**config.mk**
```make
export PLATFORM = sky130hd
export DESIGN_NAME = irq_sched
export DESIGN_NICKNAME = d
export VERILOG_FILES = /design/src/rtl/irq_sched.sv
export SDC_FILE = /design/constraint.sdc
export NUM_CORES = 1
export LEC_CHECK = 0
export CORE_MARGIN = 4
export CORE_UTILIZATION = 43
export CTS_BUF_LIST = sky130_fd_sc_hd__clkbuf_8
export DETAILED_ROUTE_END_ITERATION = 8
export DONT_BUFFER_PORTS = 1
export PLACE_DENSITY_LB_ADDON = 0.12
export SYNTH_ARGS = -nofsm -noshare
export SYNTH_HDL_FRONTEND = slang
export SYNTH_SLANG_ARGS = --single-unit
```
**constraint.sdc**
```tcl
create_clock -name clk -period 3.4 [get_ports clk]
set_input_delay 0.17 -clock clk [delete_from_list [all_inputs] [get_ports clk]]
set_output_delay 0.17 -clock clk [all_outputs]
set_load 0.02 [all_outputs]
```
**src/rtl/irq_sched.sv**
```systemverilog
// 27-source interrupt scheduler: sticky pending capture, per-channel masking,
// fixed-priority arbitration (A > B > C, lowest channel first), ack/timeout handshake.
//
// state | meaning
// IDLE  | arbitrate among eligible pending bits; skip register cleared each cycle
// GRANT | grant presented to host, waiting for ack or timeout
module irq_sched #(
  parameter int NCH     = 9,
  parameter int CW      = 4,
  parameter int TIMEOUT = 15,
  parameter int TW      = 4
) (
  input  logic           clk,
  input  logic           rst,
  input  logic           en,
  input  logic [NCH-1:0] req_a,
  input  logic [NCH-1:0] req_b,
  input  logic [NCH-1:0] req_c,
  input  logic [NCH-1:0] mask,
  input  logic           ack,
  output logic           irq_valid,
  output logic [1:0]     irq_bus,
  output logic [CW-1:0]  irq_chan,
  output logic           pend_any,
  output logic           timeout_err
);

  localparam int NSRC = 3 * NCH;

  typedef enum logic {IDLE, GRANT} state_t;

  state_t            state, state_nxt;
  logic [NSRC-1:0]   pend, pend_nxt;
  logic [NSRC-1:0]   skip, skip_nxt;
  logic [NSRC-1:0]   gnt_oh, gnt_oh_nxt;
  logic [NSRC-1:0]   clr;
  logic [NSRC-1:0]   elig;
  logic [NSRC-1:0]   req_all;
  logic [NSRC-1:0]   mask_all;
  logic [TW-1:0]     cnt, cnt_nxt, cnt_inc;
  logic              timeout_hit;
  logic              win_found;
  logic [1:0]        win_bus;
  logic [CW-1:0]     win_chan;
  logic [NSRC-1:0]   win_oh;
  logic              valid_nxt;
  logic [1:0]        bus_nxt;
  logic [CW-1:0]     chan_nxt;
  logic              err_nxt;

  // Flattened source index: bus*NCH + chan, so ascending index is priority order.
  assign req_all  = {req_c, req_b, req_a};
  assign mask_all = {mask, mask, mask};
  assign elig     = pend & mask_all & ~skip;

  always_comb begin
    win_found = 1'b0;
    win_bus   = '0;
    win_chan  = '0;
    win_oh    = '0;
    for (int b = 0; b < 3; b++) begin
      for (int c = 0; c < NCH; c++) begin
        if (!win_found && elig[b*NCH+c]) begin
          win_found        = 1'b1;
          win_bus          = 2'(b);
          win_chan         = CW'(c);
          win_oh[b*NCH+c]  = 1'b1;
        end
      end
    end
  end

  // The counter after this cycle's increment equals the number of GRANT cycles
  // spent so far, so the grant is shown for exactly TIMEOUT cycles.
  assign cnt_inc     = cnt + 1'b1;
  assign timeout_hit = (cnt_inc == TW'(TIMEOUT));

  always_comb begin
    state_nxt  = state;
    clr        = '0;
    skip_nxt   = skip;
    cnt_nxt    = cnt;
    gnt_oh_nxt = gnt_oh;
    valid_nxt  = 1'b0;
    bus_nxt    = irq_bus;
    chan_nxt   = irq_chan;
    err_nxt    = 1'b0;
    case (state)
      IDLE: begin
        skip_nxt = '0;
        cnt_nxt  = '0;
        if (en && win_found) begin
          state_nxt  = GRANT;
          valid_nxt  = 1'b1;
          bus_nxt    = win_bus;
          chan_nxt   = win_chan;
          gnt_oh_nxt = win_oh;
        end
      end
      GRANT: begin
        valid_nxt = 1'b1;
        cnt_nxt   = cnt_inc;
        if (ack) begin
          clr       = gnt_oh;
          cnt_nxt   = '0;
          valid_nxt = 1'b0;
          state_nxt = IDLE;
        end else if (timeout_hit) begin
          err_nxt   = 1'b1;
          skip_nxt  = gnt_oh;
          cnt_nxt   = '0;
          valid_nxt = 1'b0;
          state_nxt = IDLE;
        end
      end
      default: state_nxt = IDLE;
    endcase
  end

  // Clear on ack wins over a same-cycle request on the granted bit.
  assign pend_nxt = (pend | req_all) & ~clr;

  always_ff @(posedge clk or posedge rst) begin
    if (rst) begin
      state       <= IDLE;
      pend        <= '0;
      skip        <= '0;
      gnt_oh      <= '0;
      cnt         <= '0;
      irq_valid   <= 1'b0;
      irq_bus     <= '0;
      irq_chan    <= '0;
      pend_any    <= 1'b0;
      timeout_err <= 1'b0;
    end else begin
      state       <= state_nxt;
      pend        <= pend_nxt;
      skip        <= skip_nxt;
      gnt_oh      <= gnt_oh_nxt;
      cnt         <= cnt_nxt;
      irq_valid   <= valid_nxt;
      irq_bus     <= bus_nxt;
      irq_chan    <= chan_nxt;
      pend_any    <= |pend_nxt;
      timeout_err <= err_nxt;
    end
  end

endmodule

```
### Word level (Yosys, flattened, before mapping)

Index checks and enable logic that the tools add are counted.

| word-level totals | value |
|---|---|
| bits in registers | 94 |
| bits of input ports | 40 |
| output and inout port bits | 9 |
| word-level logic and storage cells | 188 |

| cells by class | value |
|---|---|
| $add $sub $neg | 1 |
| eq/ne operators | 3 |
| mux-type cells | 112 |
| bitwise logic cells | 7 |
| reductions and logical operators | 56 |

Operators with widths:

| kind | count |
|---|---|
| two-way mux 27 bit | 4 |
| two-way mux 4 bit | 27 |
| bitwise AND 27 bit | 3 |
| two-way mux 1 bit | 61 |
| inverter 27 bit | 2 |
| one-hot mux 27 bit (2 select lines) | 1 |
| two-way mux 2 bit | 17 |
| logical AND 1 bit | 27 |
| bitwise OR 27 bit | 1 |
| OR reduction 27 bit | 1 |
| zero test 1 bit | 26 |
| one-hot mux 4 bit (2 select lines) | 1 |
| adder 4 x 1 -> 4 bit (second input constant) | 1 |
| == test 4 bit (second input constant) | 1 |
| AND reduction 2 bit | 2 |
| != test 2 x 1 -> 1 bit (second input constant) | 1 |
| != test 2 bit (second input constant) | 1 |
| one-hot mux 1 bit (2 select lines) | 1 |
| inverter 1 bit | 1 |

### Depth between registers and ports, before layout

Gate-level depths: netlist of the first run.

| depth | value |
|---|---|
| depth after elaboration | 84 |
| mapped depth | 8 |
| mapped depth without buffers | 7 |

### Worst setup path before layout of the first run

OpenSTA, ideal clock, no wires.

| path | value |
|---|---|
| path kind | reg2reg |
| start point | reg pend[5] |
| end point | reg gnt_oh[15] |
| library setup time | 0.125 ns |
| arrival time | 1.905 ns |
| data required time | 3.275 ns |
| path slack | 1.369 ns |
| cell stages (with the launch flop) | 7 |
| path buffers | 0 |
| clock period less this slack | 2.031 ns |
| cells stage by stage | dfrtp_1 > nand3b_1 > nand3_4 > nor3_4 > nand4_4 > o31ai_4 > mux2_4 |

| on the way | value |
|---|---|
| word-level cells in the longest chain between the ends | 69 |
| elaborated cells between the ends (all ways) | 70 |
| classes of those cells | mux: 23; bitwise: 2; reduce/logical: 45 |

RTL lines:

| what | line | text |
|---|---|---|
| start, declared | 33 | `logic [NSRC-1:0] pend, pend_nxt;` |
| start signal, assigned | 137 | `pend <= pend_nxt;` |
| bitwise AND 27 bit (*) (2 in a row) | 54 | `assign elig = pend & mask_all & ~skip;` |
| logical AND 1 bit (*) | 63 | `if (!win_found && elig[b*NCH+c]) begin` |
| two-way mux 1 bit (*) | 63 |  |
| zero test 1 bit | 63 |  |
| logical AND 1 bit | 63 |  |
| two-way mux 1 bit (*) | 63 |  |
| zero test 1 bit | 63 |  |
| logical AND 1 bit | 63 |  |
| (+52 left out) | n/a |  |
| zero test 1 bit | 63 |  |
| logical AND 1 bit | 63 |  |
| two-way mux 1 bit | 63 |  |
| zero test 1 bit | 63 |  |
| logical AND 1 bit | 63 |  |
| two-way mux 1 bit | 63 |  |
| logical AND 1 bit | 92 | `if (en && win_found) begin` |
| AND reduction 2 bit (no line) | n/a |  |
| end signal, assigned | 139 | `gnt_oh <= gnt_oh_nxt;` |
| end, declared | 35 | `logic [NSRC-1:0] gnt_oh, gnt_oh_nxt;` |

Mark *: on every way between the ends. The rest lies on a longest branch, timed or not.
A chain may end at the register's enable or synchronous reset.

### Final worst setup path of the first run

| path | value |
|---|---|
| start point | reg state |
| end point | reg pend_any |

| on the way | value |
|---|---|
| word-level cells in the longest chain between the ends | 4 |

RTL lines:

| what | line | text |
|---|---|---|
| start, declared | 32 | `state_t state, state_nxt;` |
| start signal, assigned | 136 | `state <= state_nxt;` |
| two-way mux 27 bit | 88 | `case (state)` |
| inverter 27 bit | 121 | `assign pend_nxt = (pend \| req_all) & ~clr;` |
| bitwise AND 27 bit | 121 |  |
| named net pend_nxt[4] | 33 |  |
| OR reduction 27 bit | 144 | `pend_any <= \|pend_nxt;` |
| end signal, assigned | 144 |  |
| end, declared | 24 | `output logic pend_any,` |

The timed path passes the listed nets, and every way through them passes these cells.

==> flow_summary.toml, run 1 <==
[min_path]
hold_class = "input pin to register"
hold_path_startpoint = "req_b[7]"
hold_end = "pend[16]"
worstHoldPathCells = 2

[status]
status = "finished, final reports clean"

[floorplanning]
num_rows = 35
io-pin-count = 49
die_h_um = 107
die_w_um = 107
initial_core_util = 0.450
core_um2 = 9420
die-area_um2 = 11500

[detailed_routing]
first_pass_iters = 4
drc = 0
drtAntennaViolNets = 0
viasPerCell = 5.73
wl_um = 11200
drtIter0Drc = 226
routedWlPerCell_um = 20.6
vias = 3104

[synthesis]
synth_seq_area_share = 0.555
async_flop_share = 1.00
syn_nets = 425
synth_seq_cells = 94
synth_edf_count = 0
synth_top_cell_by_area = "dfrtp_1"
yosys_warnings = 0
muxShareOfSynthArea = 0.00709
synth.area.top_cells = "dfrtp_1 56%, a22o_1 6.0%, a21oi_1 3.7%"
synth-simple-area-share = 0.226
netlist-cell-type-count = 52
synth_compound_area_frac = 0.175
synth_xor_area_frac = 0.00413
synth_top_family_by_area = "simple AND/OR/NAND/NOR gates"
postSynthAreaPerCell_um2 = 11.1
synth_fa_ha_area_frac = 0.00591
ys.flop_type = "dfrtp_1"
post-synth-top-area-fraction = 0.555
synth_area_um2 = 4240
syn_inst = 383

[setup_path]
crit_required_ns = 3.62
r2r_start = "state"
cp_slowest_cell = "nor4_1"
rrSetupSlack_ns = 0.99
path_buf_inv = 1
critical_path.top_delay_family = "simple AND/OR/NAND/NOR gates"
rr_endpoint = "pend_any"
cp_max_fo = 18
start_kind = "register"
reg2reg_depth = 5
worstSetupEndpointType = "register"
crit_arrival_ns = 2.62
slowest_delay_ns = 0.60
cp_cell_sequence = "and2_1 -> buf_4 -> a21oi_1 -> nor4_1 -> nand4_1"
path_class = "register to register"

[timing]
setup_viol = 0
worst_pin_slew_ns = 0.880
slew_headroom = 0.413
setup_tns_ns = 0
fin_ws_ns = 0.993
fin_crit_ns = 2.41
rsz0062_at_grt = "false"
finalMaxSlewViolations = 0
final_hold_viol_count = 0
fmax_mhz = 415
fin_crit_sh = 0.708
clock_skew_ns = 0.0103

[pwr]
clkPwrFrac = 0.353
pwr_density_cell_nw_per_um2 = 461
ir_drop_mv = 0.252
switching_power_uw = 597
seqPwrFrac = 0.544
p_sw_frac = 0.271
p_int_uw = 1610
comb_power_share = 0.103
p_leak_uw = 0.00197

[run]
cap_viol_max_count = 0

[cells_and_area]
nNetsFinal = 450
syn_to_final_growth_pct = 12.9
post-route-util = 0.508
num-fill-cells = 872
final_cell_count_no_fill = 542
drive_gt1_frac = 0.140
antenna_cells = 0

[clock_tree]
htreeDepth = 3
root_buffer = "clkbuf_8"
clk_latency_ns = 0.36
cts_resized = 0
tritoncts = "yes"
clock_sinks = 94
cts.clk_slew.worst_paths_ns = 0.09
clk_path_buf_depth = 2
post_cts_buffers = 0
numCtsBuffers = 9

[placement]
dp_slack_ns = 1.02
dp_hpwl_um = 7840
portBuffers = 0
routabilityCongestion = 0.844
placedCellCount = 505

[global_routing]
grt_max_degree = 73
overflow = 0
grt_usage = 0.204
grt_pass1_wl_um = 17800
grt_antenna_before_repair = 0
grt_pass1_vias = 3215
-- per-stage QoR --
stage | cell area (um^2) | power (uW) | hold WS, ns
floorplan | 4240 | 1370 | 0.337
global placement | 4360 | 1430 | 0.295
detailed placement | 4360 | 1430 | 0.305
CTS | 4780 | 2220 | 0.00207
global route | 4780 | 2300 | 0.0178
finish | 4780 | 2200 | 0.0173
-- area by class of cell --
cell class | instances | area (um^2) | area share
Clock inverter | 5 | 57.6 | 0.0120
Sequential cell | 94 | 2350 | 0.492
Clock buffer | 11 | 151 | 0.0317
Tap cell | 129 | 161 | 0.0337
Timing Repair Buffer | 27 | 255 | 0.0534
Inverter | 7 | 28.8 | 0.00602
Multi-Input combinational cell | 269 | 1780 | 0.371
-- registers in the layout, indices dropped and copies added, names as in the netlist --
signal and flops:
cnt 4, gnt_oh 27, irq_bus 2, irq_chan 4
pend 27, pend_any 1, skip 27, state 1
timeout_err 1
-- placed cells by master (no fill, tap or decap), drive strengths merged, types with 11 or more instances in the layout --
cell type    synthesis  layout
clkbuf               7      11
nand3b              26      26
dlygate4sd3          0      21
o21ai               17      17
o31ai               11      11
nor2                37      37
a21oi               31      31
nand2               47      47
a22o                29      29
dfrtp               94      94
-- synth_stat cells (all sizes together), types with 2 or more instances --
master,count
nand2,47
o21a,2
xnor2,2
dfrtp,94
a21oi,31
nor4,7
a22o,29
nand3b,26
o21ai,17
buf,6
nor2,37
inv,7
a32oi,2
nor3,6
o41ai,2
nand4b,3
nand3,4
and4,2
o31ai,11
nand4,5
ha,2
clkbuf,7
nor3b,3
or3b,3
and2,3
nand2b,7
o211ai,3
mux2,2
-- power by group through the flow --
stage / Clock [uW] / Combinational [uW] / Sequential [uW]
final: 778 / 226 / 1200
after global routing: 842 / 254 / 1200
after floorplan: 0 / 162 / 1210
after global placement: 0 / 206 / 1220
after detailed placement: 0 / 206 / 1220
after CTS: 794 / 229 / 1200
-- logic make-up (layout without fill, tap and decap cells) --
group,after synthesis,count (layout)
simple gates,160,160
compound gates,103,103
flops,94,94
buf+inv,20,50
fa+ha+maj,2,2
xor+xnor,2,2
mux,2,2
-- routing by layer --
layer | global-route usage | part of all wire | vias to the layer above | routed length (um)
met1 | 0.292 | 0.47 | 1563 | 5290
met2 | 0.312 | 0.46 | 75 | 5150
met5 | 0 | 0 | - | 0
li1 | - | - | 1457 | -
met4 | 0.0694 | 0.0090 | 0 | 100
met3 | 0.0384 | 0.055 | 9 | 611
-- worst max path at each step --
stage / from / endpoint / slack, ns / cells after the start
floorplan: rst / cnt[0] / 0.78 / 1
detailed placement: pend[14] / gnt_oh[15] / 1.02 / 7
global route: pend[15] / gnt_oh[15] / 0.84 / 7
finish: state / pend_any / 0.99 / 5
CTS: pend[14] / gnt_oh[15] / 1.00 / 7
global placement: pend[0] / gnt_oh[15] / 1.05 / 7
-- repair_timing --
| action | in CTS | in global routing |
|---|---|---|
| endpoints found under the setup margin | 0 | 0 |
| hold buffers | 21 | 0 |
| hold endpoints to repair | 91 | 0 |
No activity file was read; power rests on OpenSTA's default activity.
==> run 2, diff against run 1 <==
ABC_AREA = 1   (was unset)
clock period = 2.06 ns   (was 3.4 ns; I/O delays follow)
==> run 2 against run 1 <==
- the run now ends with negative setup slack left
- first-iteration DRC count shrank 10%
- register-to-register slack got worse by 1.5 ns
- count of clock-buffer cells in the layout down 1
- via count increased by 21%
- combinational power rose to 2.5 times the previous value
- clock power increased by 70%
- non-clock buffer count up 71
- sequential share of layout area decreased by 9.0 points
- die area grew 1.1%
- largest power group unchanged
- highest routed layer unchanged
==> flow_summary.toml, run 2 <==
[status]
status = "finished, violations left"
violations = "negative setup slack"

[setup_path]
cp_common_cell = "nor2_2"
cp_slowest_cell = "dfrtp_1"
cp_max_fo = 6
crit_required_ns = 2.36
crit_arrival_ns = 2.91
start_kind = "register"
critical_path.top_delay_family = "simple AND/OR/NAND/NOR gates"
rrSetupSlack_ns = -0.55
cp_cell_sequence = "nand3_2 -> nand3_2 -> nor2_2 -> nand4_2 -> nor2_2 -> nand4_1 -> nor2_2 -> nand4_2 -> nor2_2 -> nand4_2 -> nor2_4 -> nand4_4 -> nor2_4 -> nand4_4 -> nand2_8 -> clkbuf_16 -> nand2_4 -> nand2_2"
path_buf_inv = 1
slowest_delay_ns = 0.39
rr_endpoint = "gnt_oh[3]"
r2r_start = "pend[1]"
reg2reg_depth = 18
path_class = "register to register"
worstSetupEndpointType = "register"

[min_path]
hold_path_startpoint = "mask[0]"
hold_class = "input pin to register"
hold_end = "gnt_oh[0]"
worstHoldPathCells = 3

[detailed_routing]
drtAntennaViolNets = 0
drtIter0Drc = 203
vias = 3763
first_pass_iters = 7
routedWlPerCell_um = 17.1
viasPerCell = 5.19
drc = 0
wl_um = 12400

[placement]
portBuffers = 0
routabilityCongestion = 0.901
place_area_um2 = 4860
dp_slack_ns = -0.555
dp_hpwl_um = 8400

[floorplanning]
die_w_um = 108
initial_core_util = 0.441
core_um2 = 9730
io-pin-count = 49
die_h_um = 108
num_rows = 36
die-area_um2 = 11600

[synthesis]
synth_edf_count = 0
synth-simple-area-share = 0.214
async_flop_share = 1.00
postSynthAreaPerCell_um2 = 8.74
syn_inst = 491
muxShareOfSynthArea = 0
synth.area.top_cells = "dfrtp_1 55%, inv_1 10%, o22ai_1 7.9%"
synth_fa_ha_area_frac = 0.00583
post-synth-top-area-fraction = 0.548
synth_seq_cells = 94
yosys_warnings = 0
synth_seq_area_share = 0.548
synth_compound_area_frac = 0.104
synth_area_um2 = 4290
netlist-cell-type-count = 28
synthMostInstantiatedCell = "inv_1"
synth_top_cell_by_area = "dfrtp_1"
synth_common_cells = "115 x inv_1, 94 x dfrtp_1, 80 x nand2_1"
synth_top_family_by_area = "simple AND/OR/NAND/NOR gates"
synth_xor_area_frac = 0.00408
ys.flop_type = "dfrtp_1"
syn_nets = 533

[clock_tree]
cts.clk_slew.worst_paths_ns = 0.08
htreeDepth = 3
clk_path_buf_depth = 2
clock_sinks = 94
root_buffer = "clkbuf_8"
numCtsBuffers = 9
tritoncts = "yes"
clk_latency_ns = 0.36

[global_routing]
grt_antenna_before_repair = 0
overflow = 0
grt_max_degree = 34
grt_pass1_wl_um = 19300
grt_usage = 0.216
grt_pass1_vias = 3800

[timing]
finalMaxSlewViolations = 0
setup_tns_ns = -17.63
clock_skew_ns = 0.0133
final_hold_viol_count = 0
rsz0062_at_grt = "true"
fmax_mhz = 383
fin_crit_ns = 2.61
fin_crit_sh = 1.27
slew_headroom = 0.409
fin_ws_ns = -0.550
worst_pin_slew_ns = 0.883
setup_viol = 34

[cells_and_area]
final_area_um2 = 5860
drive_gt1_frac = 0.262
nNetsFinal = 630
antenna_cells = 0
final_cell_mix = "113 x inv_1, 94 x dfrtp_1, 54 x o22ai_1, 53 x buf_4, 46 x nand2_1"
syn_to_final_growth_pct = 36.6
mostFrequentLayoutCell = "inv_1"
top_regs = "gnt_oh (27), pend (27), skip (27)"
post-route-util = 0.602

[run]
cap_viol_max_count = 0

[pwr]
ir_drop_mv = 0.389
p_leak_uw = 0.00268
pwr_density_cell_nw_per_um2 = 654
[run 2: cell types whose count changed after synthesis, moves of 10 or more]
cell	change
a21oi_1	-30
o21ai_0	+15
nand4_1	+16
o31ai_1	-10
nor2_1	-10
nand3b_1	-19
nand3_1	+31
nand2_1	+41
o22ai_1	+53
a22o_1	-29
inv_1	+108
[run 2: worst max path at each step]
stage	slack (ns)	startpoint	end	depth (start not counted)
floorplan	-0.24	pend[0]	gnt_oh[1]	19
global placement	-0.54	pend[2]	irq_bus[1]	18
detailed placement	-0.56	pend[2]	irq_bus[1]	18
CTS	-0.44	pend[1]	irq_bus[1]	18
global route	-0.81	skip[0]	irq_bus[1]	19
finish	-0.55	pend[1]	gnt_oh[3]	18
[run 2: area by class of cell]
class	count	area, um^2
fill	892	3870
clock buffer	10	138
clock inverter	5	76.3
inverter	117	450
timing repair buffer	98	992
sequential	94	2350
multi-input combinational	268	1680
tap	133	166
[run 2: repair_timing]
item	CTS	global route
gates resized for setup	9	79
hold endpoints to repair	59	0
endpoints found under the setup margin	34	35
hold buffers	29	0
gates cloned	0	7
pin swaps	3	17
buffers inserted	10	3
[run 2: worst register-to-register path, delay by kind of cell, from the launching register on]
| family | cells | cell delay (ns) |
|---|---|---|
| AND/OR/NAND/NOR | 17 | 1.98 |
| flip-flops | 1 | 0.39 |
| buffers and inverters | 1 | 0.20 |
[run 2: where the power goes]
part | leakage (uW) | internal (uW) | switching [uW]
Combinational | 0.00140 | 242 | 331
Clock | 0.000115 | 705 | 617
Sequential | 0.00116 | 1890 | 47.2
[run 2: logic make-up (layout without fill, tap and decap cells)]
| kind of cell | count (synthesis) | count (layout) |
|---|---|---|
| AO/OA/AOI/OAI | 75 | 75 |
| adder cells (fa/ha/maj) | 2 | 2 |
| XOR/XNOR | 2 | 2 |
| flip-flops | 94 | 94 |
| AND/OR/NAND/NOR | 188 | 189 |
| buffers and inverters | 130 | 230 |
[run 2: routing by layer]
metal | track usage | vias to the layer above | part of all wire
li1 | - | 1797 | -
met1 | 0.280 | 1852 | 0.44
met2 | 0.369 | 99 | 0.51
met3 | 0.0450 | 15 | 0.047
met4 | 0.0577 | 0 | 0.012
met5 | 0 | - | 0
[run 2: per-stage QoR]
step	hold slack, ns	power [uW]	instances
global placement	0.123	2370	661
global route	0.0227	3990	725
CTS	0.0224	3760	715
detailed placement	0.132	2370	661
finish	0.0284	3830	725
floorplan	0.248	2220	491
==> run 3, diff against run 2 <==
==> constraint.sdc (replaced) <==
create_clock -name clk -period 2.5 [get_ports clk]
set_input_delay 0.5 -clock clk [delete_from_list [all_inputs] [get_ports clk]]
set_output_delay 0.5 -clock clk [all_outputs]
set_load 0.02 [all_outputs]
==> run 3 against run 2 <==
- the run still ends with negative setup slack left
- wire length is 4.6% lower
- sequential cell count stayed put
- first-iteration DRC count is 25% lower
- clock skew is 0.0012 ns higher
- critical path type unchanged
- critical endpoint is now irq_bus[1]
- largest cell class unchanged
==> flow_summary.toml, run 3 (synthesis gave the netlist of run 2 again) <==
[cells_and_area]
antenna_cells = 0
top_regs = "gnt_oh (27), pend (27), skip (27)"
final_area_um2 = 5200
nNetsFinal = 572
final_cell_mix = "113 x inv_1, 94 x dfrtp_1, 63 x nand2_1, 54 x o22ai_1, 32 x nand3_1"
drive_gt1_frac = 0.206
syn_to_final_growth_pct = 21.2
final_cell_count_no_fill = 668
mostFrequentLayoutCell = "inv_1"

[global_routing]
grt_max_degree = 70
grt_use_met3 = 0.0402
grt_pass1_wl_um = 19000
grt_use_met2 = 0.364
grt_pass1_vias = 3657
busiest_layer = "met2"
grt_antenna_before_repair = 0
globalRouteMet1Util = 0.281
overflow = 0
grt_usage = 0.217

[setup_path]
critical_path.top_delay_family = "simple AND/OR/NAND/NOR gates"
crit_arrival_ns = 2.94
crit_end = "irq_bus[1]"
cp_slowest_cell = "dfrtp_1"
startpoint = "pend[1]"
path_buf_inv = 1
crit_required_ns = 2.82
critical_path_depth = 18
rrSetupSlack_ns = -0.13
r2r_start = "pend[1]"
path_class = "register to register"
reg2reg_depth = 18
worstSetupEndpointType = "register"
start_kind = "register"
cp_max_fo = 3
cp_cell_sequence = "nand3_2 -> nand3_2 -> nor2_2 -> nand4_2 -> buf_6 -> nor3_4 -> nand4_1 -> nor2_2 -> nand4_1 -> nor2_2 -> nand4_1 -> nor2_2 -> nand4_1 -> nand2_1 -> nor2_1 -> nand3_1 -> nand2_1 -> nand2_1"
slowest_delay_ns = 0.40
rr_endpoint = "irq_bus[1]"

[detailed_routing]
viasPerCell = 5.24
drtIter0Drc = 152
wl_um = 11900
routedWlPerCell_um = 17.8
drtAntennaViolNets = 0
drc = 0
vias = 3499
first_pass_iters = 4

[placement]
placedCellCount = 636
routabilityCongestion = 0.877
place_area_um2 = 4600
portBuffers = 0
dp_slack_ns = -0.161
dp_hpwl_um = 8140

[floorplanning]
die_w_um = 108
io-pin-count = 49
core_um2 = 9730
die-area_um2 = 11600
die_h_um = 108
initial_core_util = 0.441
num_rows = 36

[timing]
final_hold_viol_count = 0
slew_headroom = 0.608
hold_slack_ns = 0.0542
rsz0062_at_grt = "true"
fin_ws_ns = -0.125
fmax_mhz = 381
setup_viol = 32
finalMaxSlewViolations = 0
fin_crit_ns = 2.63
clock_skew_ns = 0.0145
fin_crit_sh = 1.05
setup_tns_ns = -2.88
worst_pin_slew_ns = 0.587

[status]
violations = "negative setup slack"
status = "finished, violations left"

[clock_tree]
clk_latency_ns = 0.37
clock_sinks = 94
htreeDepth = 3
clk_path_buf_depth = 2
tritoncts = "yes"
cts.clk_slew.worst_paths_ns = 0.10
holdBufCountCts = 0
root_buffer = "clkbuf_8"
numCtsBuffers = 9

[min_path]
hold_class = "input pin to asynchronous set/reset pin"

[pwr]
p_leak_uw = 0.00235
pwr_density_cell_nw_per_um2 = 589
ir_drop_mv = 0.270

[run]
cap_viol_max_count = 0
[run 3: cell count changes in the layout (fill, tap and decap cells not counted), moves of 3 or more]
cell / delta
nand2_2: -10
dlygate4sd3_1: -29
clkbuf_16: -3
nand2_4: -6
nand2_1: +17
buf_4: -23
buf_12: -3
[run 3: worst min-delay path by stage]
stage | depth (start not counted) | slack [ns] | start | to
floorplan | 2 | 0.45 | gnt_oh[13] | gnt_oh[13]
global placement | 1 | 0.46 | rst | cnt[0]
CTS | 1 | 0.06 | rst | skip[21]
finish | 1 | 0.05 | rst | cnt[0]
global route | 1 | 0.09 | rst | cnt[0]
detailed placement | 1 | 0.46 | rst | cnt[1]
[run 3: final cells by class]
cell class | instances | area (um^2)
fillers | 931 | 4530
flip-flops and latches | 94 | 2350
multi-input cells | 267 | 1570
inverters | 117 | 469
repair buffers | 41 | 422
well taps | 133 | 166
clock buffers | 12 | 165
clock inverters | 4 | 52.6
[run 3: report_power, final]
part | total, uW | internal, uW | leakage (uW) | switching, uW
logic | 375 | 131 | 0.00107 | 243
registers | 1590 | 1560 | 0.00116 | 36.4
clock network | 1100 | 549 | 0.000113 | 547
[run 3: layer usage]
layer,vias up,wire length [um]
met1,1728,5330
li1,1687,-
met4,0,243
met3,16,413
met5,-,0
met2,68,5870
[run 3: what timing repair did]
action	4_1_cts	5_1_grt
setup buffers	9	6
pin swaps	1	10
gates cloned	2	1
endpoints found under the setup margin	32	34
resized for setup	22	51
[run 3: through the flow]
stage	utilization	power (uW)
floorplan	-	1830
finish	0.534	3060
CTS	0.514	3060
global placement	0.473	1920
detailed placement	0.473	1920
global route	0.534	3180
